File: config.mk
export PLATFORM = sky130hd
export DESIGN_NAME = mux_sel_arbiter
export DESIGN_NICKNAME = d
export VERILOG_FILES = /design/src/rtl/mux_pkg.sv /design/src/rtl/mux_sel_arbiter.sv
export SDC_FILE = /design/constraint.sdc
export NUM_CORES = 1
export LEC_CHECK = 0
export ABC_AREA = 1
export CAP_MARGIN = 30
export CORE_MARGIN = 2
export CORE_UTILIZATION = 38
export DETAILED_ROUTE_END_ITERATION = 10
export PLACE_DENSITY_LB_ADDON = 0.08
export SLEW_MARGIN = 25
export SYNTH_ARGS = -nofsm -noshare
export SYNTH_HDL_FRONTEND = slang
export SYNTH_SLANG_ARGS = --single-unit
File: constraint.sdc
create_clock -name clk -period 2.2 [get_ports clk]
set_input_delay 0.44 -clock clk [delete_from_list [all_inputs] [get_ports clk]]
set_output_delay 0.44 -clock clk [all_outputs]
set_load 0.01 [all_outputs]
File: src/rtl/mux_pkg.sv
// Shared definitions for the two-source mux select arbiter.
//
// Contents:
//   state_t            FSM encoding: IDLE=0, OWN_A=1, OWN_B=2
//   src_t              identifies a source; used for the last-served flag
//   BURST_LEN_DEFAULT  default maximum number of consecutive grant cycles
package mux_pkg;

    typedef enum logic [1:0] {
        IDLE  = 2'd0,
        OWN_A = 2'd1,
        OWN_B = 2'd2
    } state_t;

    typedef enum logic {
        SRC_B = 1'b0,
        SRC_A = 1'b1
    } src_t;

    localparam int BURST_LEN_DEFAULT = 4;

endpackage

File: src/rtl/mux_sel_arbiter.sv
// Two-source arbiter that owns the select line of a downstream 1-bit mux.
// A source keeps the path for at most BURST_LEN consecutive cycles; ties in
// IDLE go to the source that was not served last. All outputs are registers,
// so a request sampled on one edge shows up as a grant after that edge.
//
// Parameters:
//   BURST_LEN  maximum consecutive grant cycles per source (1..255)
//   CNT_W      burst counter width, 2**CNT_W > BURST_LEN
// Ports:
//   clk        clock, rising edge
//   reset      asynchronous active-high reset
//   req_a      source a requests the path
//   req_b      source b requests the path
//   done       current owner releases early (ignored in IDLE)
//   gnt_a      source a owns the path
//   gnt_b      source b owns the path
//   x          mux select: 1 routes a, 0 routes b; holds its value in IDLE
//   busy       gnt_a | gnt_b
//   burst_cnt  completed cycles in the current grant
module mux_sel_arbiter
    import mux_pkg::*;
#(
    parameter int BURST_LEN = BURST_LEN_DEFAULT,
    parameter int CNT_W     = 8
) (
    input  logic             clk,
    input  logic             reset,
    input  logic             req_a,
    input  logic             req_b,
    input  logic             done,
    output logic             gnt_a,
    output logic             gnt_b,
    output logic             x,
    output logic             busy,
    output logic [CNT_W-1:0] burst_cnt
);

    // Counter value on the last allowed cycle of a burst.
    localparam logic [CNT_W-1:0] CNT_LAST = CNT_W'(BURST_LEN - 1);

    state_t           state_reg,  state_next;
    src_t             last_reg,   last_next;
    logic [CNT_W-1:0] cnt_reg,    cnt_next;
    logic             gnt_a_reg,  gnt_a_next;
    logic             gnt_b_reg,  gnt_b_next;
    logic             busy_reg,   busy_next;
    logic             x_reg,      x_next;

    logic             burst_end;
    logic             release_a;
    logic             release_b;
    logic             entering;

    assign burst_end = (cnt_reg == CNT_LAST);
    assign release_a = !req_a || done || burst_end;
    assign release_b = !req_b || done || burst_end;

    // State and all output registers. Reset is asynchronous so a mid-grant
    // reset drops the grants immediately instead of finishing the burst.
    always_ff @(posedge clk or posedge reset) begin
        if (reset) begin
            state_reg <= IDLE;
            last_reg  <= SRC_B;     // a wins the first tie
            cnt_reg   <= '0;
            gnt_a_reg <= 1'b0;
            gnt_b_reg <= 1'b0;
            busy_reg  <= 1'b0;
            x_reg     <= 1'b0;
        end else begin
            state_reg <= state_next;
            last_reg  <= last_next;
            cnt_reg   <= cnt_next;
            gnt_a_reg <= gnt_a_next;
            gnt_b_reg <= gnt_b_next;
            busy_reg  <= busy_next;
            x_reg     <= x_next;
        end
    end

    // Next-state logic. A release hands over directly to the other source if
    // it is waiting; otherwise the FSM rests in IDLE for a cycle, which is what
    // produces the single idle cycle before an expired owner is regranted.
    always_comb begin
        state_next = state_reg;
        unique case (state_reg)
            IDLE: begin
                if (req_a && req_b)
                    state_next = (last_reg == SRC_A) ? OWN_B : OWN_A;
                else if (req_a)
                    state_next = OWN_A;
                else if (req_b)
                    state_next = OWN_B;
            end
            OWN_A: begin
                if (release_a)
                    state_next = req_b ? OWN_B : IDLE;
            end
            OWN_B: begin
                if (release_b)
                    state_next = req_a ? OWN_A : IDLE;
            end
            default: state_next = IDLE;
        endcase
    end

    // Next values of the registered outputs, derived from the state being
    // entered so every output changes on the same edge as the grant.
    always_comb begin
        // A grant starts whenever the next state is an OWN state different
        // from the current one; staying in the same OWN state is a continuation.
        entering   = (state_next != IDLE) && (state_next != state_reg);

        gnt_a_next = (state_next == OWN_A);
        gnt_b_next = (state_next == OWN_B);
        busy_next  = (state_next != IDLE);

        // Select only moves when a grant asserts; IDLE keeps the old route.
        x_next = x_reg;
        if (state_next == OWN_A)
            x_next = 1'b1;
        else if (state_next == OWN_B)
            x_next = 1'b0;

        last_next = last_reg;
        if (entering)
            last_next = (state_next == OWN_A) ? SRC_A : SRC_B;

        // Release happens at CNT_LAST, so the increment never wraps.
        if (entering || (state_next == IDLE))
            cnt_next = '0;
        else
            cnt_next = cnt_reg + 1'b1;
    end

    assign gnt_a     = gnt_a_reg;
    assign gnt_b     = gnt_b_reg;
    assign busy      = busy_reg;
    assign x         = x_reg;
    assign burst_cnt = cnt_reg;

endmodule
== Word level (Yosys, flattened, before mapping) ==
Cells that the tools add are included.

* Register bits: 15
* Input bits: 5
* Output and inout port bits: 12

* $add $sub $neg: 1
* Equal/unequal tests: 6
* Muxes and demuxes: 13
* Reduce and logical (&&, ||, !) cells: 13

{| class="wikitable"
|+ Operators by type and width
! kind !! count
|-
| $mux 2 || 7
|-
| $add 8x1->8 const B || 1
|-
| $eq 8x2->1 const B || 1
|-
| $mux 8 || 1
|-
| $pmux 2 s3 || 1
|-
| $logic_or 1x1->1 || 5
|-
| $eq 2x1->1 const B || 2
|-
| $eq 2x2->1 const B || 2
|-
| $logic_not 2->1 || 2
|-
| $mux 1 || 4
|-
| $reduce_bool 2->1 || 2
|-
| $logic_and 1x1->1 || 2
|-
| $logic_not 1->1 || 2
|-
| $ne 2x2->1 || 1
|}

== Longest topological paths before layout ==
Gate-level depths: netlist of the first run.

* Depth after elaboration: 9
* Mapped depth: 14

== Worst setup path after synthesis of the first run ==
OpenSTA, ideal clock, no wires.

* Path type: register -> register
* Start: reg cnt_reg[0] (netlist: burst_cnt[0])
* End: reg x_reg (netlist: x)
* Library setup time: 125 ps
* Arrival: 1,761 ps
* Required time: 2,075 ps
* Setup slack: 315 ps
* Cell stages (with the launch flop): 13
* Buffers on the path: 0
* Period minus slack after synthesis: 1,885 ps
* Cell sequence: dfrtp_1 ha_1 nand2_2 nor2_2 nand2_2 nand2_2 inv_1 nand2_1 nand2_1 nor2_1 inv_1 ha_1 mux2_2

* Word-level cells in the longest chain between the ends: 6
* Elaborated cells between the ends (all ways): 10
* Classes of those cells: 3 x eq/ne; 4 x mux; 3 x reduce/logical

{| class="wikitable"
|+ Ends and longest elaborated chain
! element !! RTL line !! text
|-
| start: declaration || mux_sel_arbiter.sv:43 || <nowiki>logic [CNT_W-1:0] cnt_reg, cnt_next;</nowiki>
|-
| start signal: assignment || mux_sel_arbiter.sv:72 || <nowiki>cnt_reg <= cnt_next;</nowiki>
|-
| $eq 8x2->1 * || mux_sel_arbiter.sv:54 || <nowiki>assign burst_end = (cnt_reg == CNT_LAST);</nowiki>
|-
| $logic_or 1x1->1 (on tied branches) || mux_sel_arbiter.sv:56, mux_sel_arbiter.sv:55 ||
|-
| $mux 2 (on tied branches) || mux_sel_arbiter.sv:99, mux_sel_arbiter.sv:95 ||
|-
| $pmux 2 s3 * || mux_sel_arbiter.sv:85 || <nowiki>unique case (state_reg)</nowiki>
|-
| net state_next[0] || mux_sel_arbiter.sv:41 || <nowiki>state_t state_reg, state_next;</nowiki>
|-
| $eq 2x1->1 * || - ||
|-
| net gnt_a_next || mux_sel_arbiter.sv:44 || <nowiki>logic gnt_a_reg, gnt_a_next;</nowiki>
|-
| $mux 1 / $reduce_bool 2->1 (equally long branches) || - ||
|-
| end signal: assignment || mux_sel_arbiter.sv:76 || <nowiki>x_reg <= x_next;</nowiki>
|-
| end: declaration || mux_sel_arbiter.sv:47 || <nowiki>logic x_reg, x_next;</nowiki>
|}

Mark *: on every way through the listed nets, which the timed path passes. The rest lies on a longest branch.
A chain may end at the register's enable or synchronous reset.

== Final worst setup path of the first run ==
Same ends and word-level chain as after synthesis.

==> reports/summary.txt, run 1 <==
Crit path DAT = 2.14 ns
Pleak = 0.5113 nW
Slew Viols, Final = 0
Antenna Nets Post-Route = 0
Vias in the first global route = 613
Clock Skews = 0.002617 ns
Via/cell ratio = 4.400
Routed wire length = 1.452 mm
Vias = 638
Final setup margin = 0.2375 ns
Synthesis-to-layout area growth = 34.80%
Power Dens Cells = 939.3 nW/um^2
Post-Syn Area per Cell = 8.731 sq um
Outcome = finished, final reports clean
Worst slack, placed = 0.01648 ns
Num CTS Buffers = 3
Synth area leader = dfrtp_1
Post-route insts no fill = 145
Area of the multi-input gates = 361.6 sq um
Port Buf Inserts = 16
Pin count of the biggest net entering global routing = 16
Max-Cap Viols = 0
Hold path startpoint = burst_cnt[0]
#FFs+latches synth = 15
Fill cells = 212
First-pass GRT wire length = 2.546 mm
Htree depth = 1
Initial core utilization = 40.50%
Worst Setup Start Kind = flop
GPL Wtd Cong = 0.7713
Worst IR Drop VDD = 0.6078 mV
Crit Path Max Fanout = 4
Worst R2R Start = burst_cnt[0]
DRT Pass-1 Iters = 4
Final setup viols = 0
FMAX = 509.6 MHz
Largest register FFs = 8
Global Route Usage Sum = 14.01%
Kind of critical path = flop to flop
Critical path origin = burst_cnt[0]
I/O pin count = 17
Longest Clk Path Bufs = 2
Residual DRC = 0
Share of cells above drive strength 1 = 24.58%
Routed len/inst = 10.01 microns
CP Data Required Time = 2.38 ns
Clk_lat worst skew = 0.28 ns
Min cycle time layout = 1.962 ns
Initial DRC Count = 11
Syn nets = 100
Worst min path class = flop to flop
Slew HR = 61.24%
Gr ovfl total = 0
Initial antenna violation count = 0
Post-Synthesis Cells = 91
Die area = 2473 sq um
Endpoint class of the critical path = flop
N_diodes = 0
Seq/Total Area, Yosys = 47.24%
Worst-Margin Slew = 0.5807 ns
NumNets Final = 128
Syn. warnings = 0
Cells after DPL = 141
CTS tree = yes
Clock sinks = 15
Clk root buf = clkbuf_4
DP Wirelength = 1.161 mm
Tcrit/Tclk final = 89.20%
FF+latch area = 375.4 sq um
Final hold vios = 0
Num rows = 16
Setup TNS = 0 ns
Core Area = 1962 sq um
Total Power = 0.001006 W
Post-synthesis cell area = 794.5 sq um
Unrepaired setup endpoints after global routing = false
Fin util = 54.59%
Chip width = 49.73 microns
Distinct cell type count after synthesis = 20
Synth top area share = 47.24%
Die height = 49.73 microns
Synth area leaders = dfrtp_1 (47%), inv_1 (6.6%), ha_1 (6.3%)
Reg clk slew, reported paths = 0.09 ns
Cts-stage hold buffer count = 0
==> layout by cell type, fill, tap and decap left out, types with 3 or more instances in the layout <==
cell type,Yosys,final
buf_4,0,7
clkbuf_4,0,3
clkdlybuf4s50_1,0,16
dfrtp_1,15,15
ha_1,4,4
inv_1,14,14
nand2_1,13,13
nand2_2,7,7
nand3_1,6,6
nor2_1,13,12
nor2_2,2,3
nor3_1,3,3
==> where the power goes <==
part	leakage, nW	internal, W	switching, W
registers	0.201	0.000339	0.0000376
logic	0.293	0.000230	0.000243
clock network	0.0177	0.0000674	0.0000893
==> critical path, cell delays in order (launching register included) <==
cell and delay [ns]:
dfrtp_1 0.40, ha_1 0.22, nand2_2 0.08, nor2_2 0.11, nand2_2 0.07, nand2_2 0.07, inv_1 0.04, nand2_1 0.09
nand2_1 0.07, nor2_2 0.13, inv_1 0.07, ha_1 0.23, mux2_2 0.26
==> cell families (layout without fill, tap and decap cells) <==
group	after synthesis	in the layout	share of synthesized area (%)
simple gates	49	49	30.87
buf+inv	16	43	7.559
flops	15	15	47.24
fa+ha+maj	4	4	6.299
compound gates	3	3	3.306
xor+xnor	3	3	3.308
mux	1	1	1.417
==> timing repair <==
item	CTS	global route
setup buffers	0	0
resized for setup	0	1
endpoints found under the setup margin	0	1
endpoints found under the hold margin	0	0
==> routing by layer <==
metal,vias up,track usage [%],part of all wire [%]
li1,335,-,-
met1,289,16.99,45
met2,12,22.89,49
met3,2,6.364,5.2
met4,0,2.778,0.83
met5,-,0,0
==> layout make-up <==
type	count	share of cell area [%]
clock buffers	3	2.103
clock inverters	1	0.4673
inverters	16	5.607
multi-input cells	60	33.76
flip-flops and latches	15	35.05
well taps	27	3.154
repair buffers	23	19.86
==> metrics by stage <==
step	hold slack (ns)	area (sq um)
after floorplan	0.3415	794.5
final	0.4970	1071
after CTS	0.5048	1069
after detailed placement	0.4838	1041
after global routing	0.5192	1071
after global placement	0.4773	1041
==> final timing paths <==
| path | depth (start not counted) | slack, ns | endpoint |
|---|---|---|---|
| max in group asynchronous | 2 | 1.31 | burst_cnt[6] |
| min reg2reg | 1 | 0.50 | burst_cnt[0] |
| max | 12 | 0.24 | x |
| min | 1 | 0.50 | burst_cnt[0] |
| min in group asynchronous | 2 | 0.51 | gnt_b |
| max reg2reg | 12 | 0.24 | x |
==> cells in the mapped netlist <==
library cell  number
mux2_2             1
o21ai_0            1
dfrtp_1           15
nand4_1            2
or2_2              1
inv_1             14
nor2_1            13
xor2_1             2
nand2_2            7
nor2_2             2
nor3_1             3
xnor2_1            1
nand3_2            1
a21oi_2            1
ha_1               4
inv_2              2
nand3_4            1
nand3_1            6
o211ai_2           1
nand2_1           13
Note: power is estimated with default switching activity, not from simulation.
==> inputs of run 2 (changes only) <==
--- a/config.mk
+++ b/config.mk
@@ -11,6 +11,7 @@
 export CORE_UTILIZATION = 38
 export DETAILED_ROUTE_END_ITERATION = 10
 export PLACE_DENSITY_LB_ADDON = 0.08
+export SKIP_CTS_REPAIR_TIMING = 1
 export SLEW_MARGIN = 25
 export SYNTH_ARGS = -nofsm -noshare
 export SYNTH_HDL_FRONTEND = slang
==> results of run 2 <==
Same layout as run 1: the final DEF is identical, and so are final timing and power.
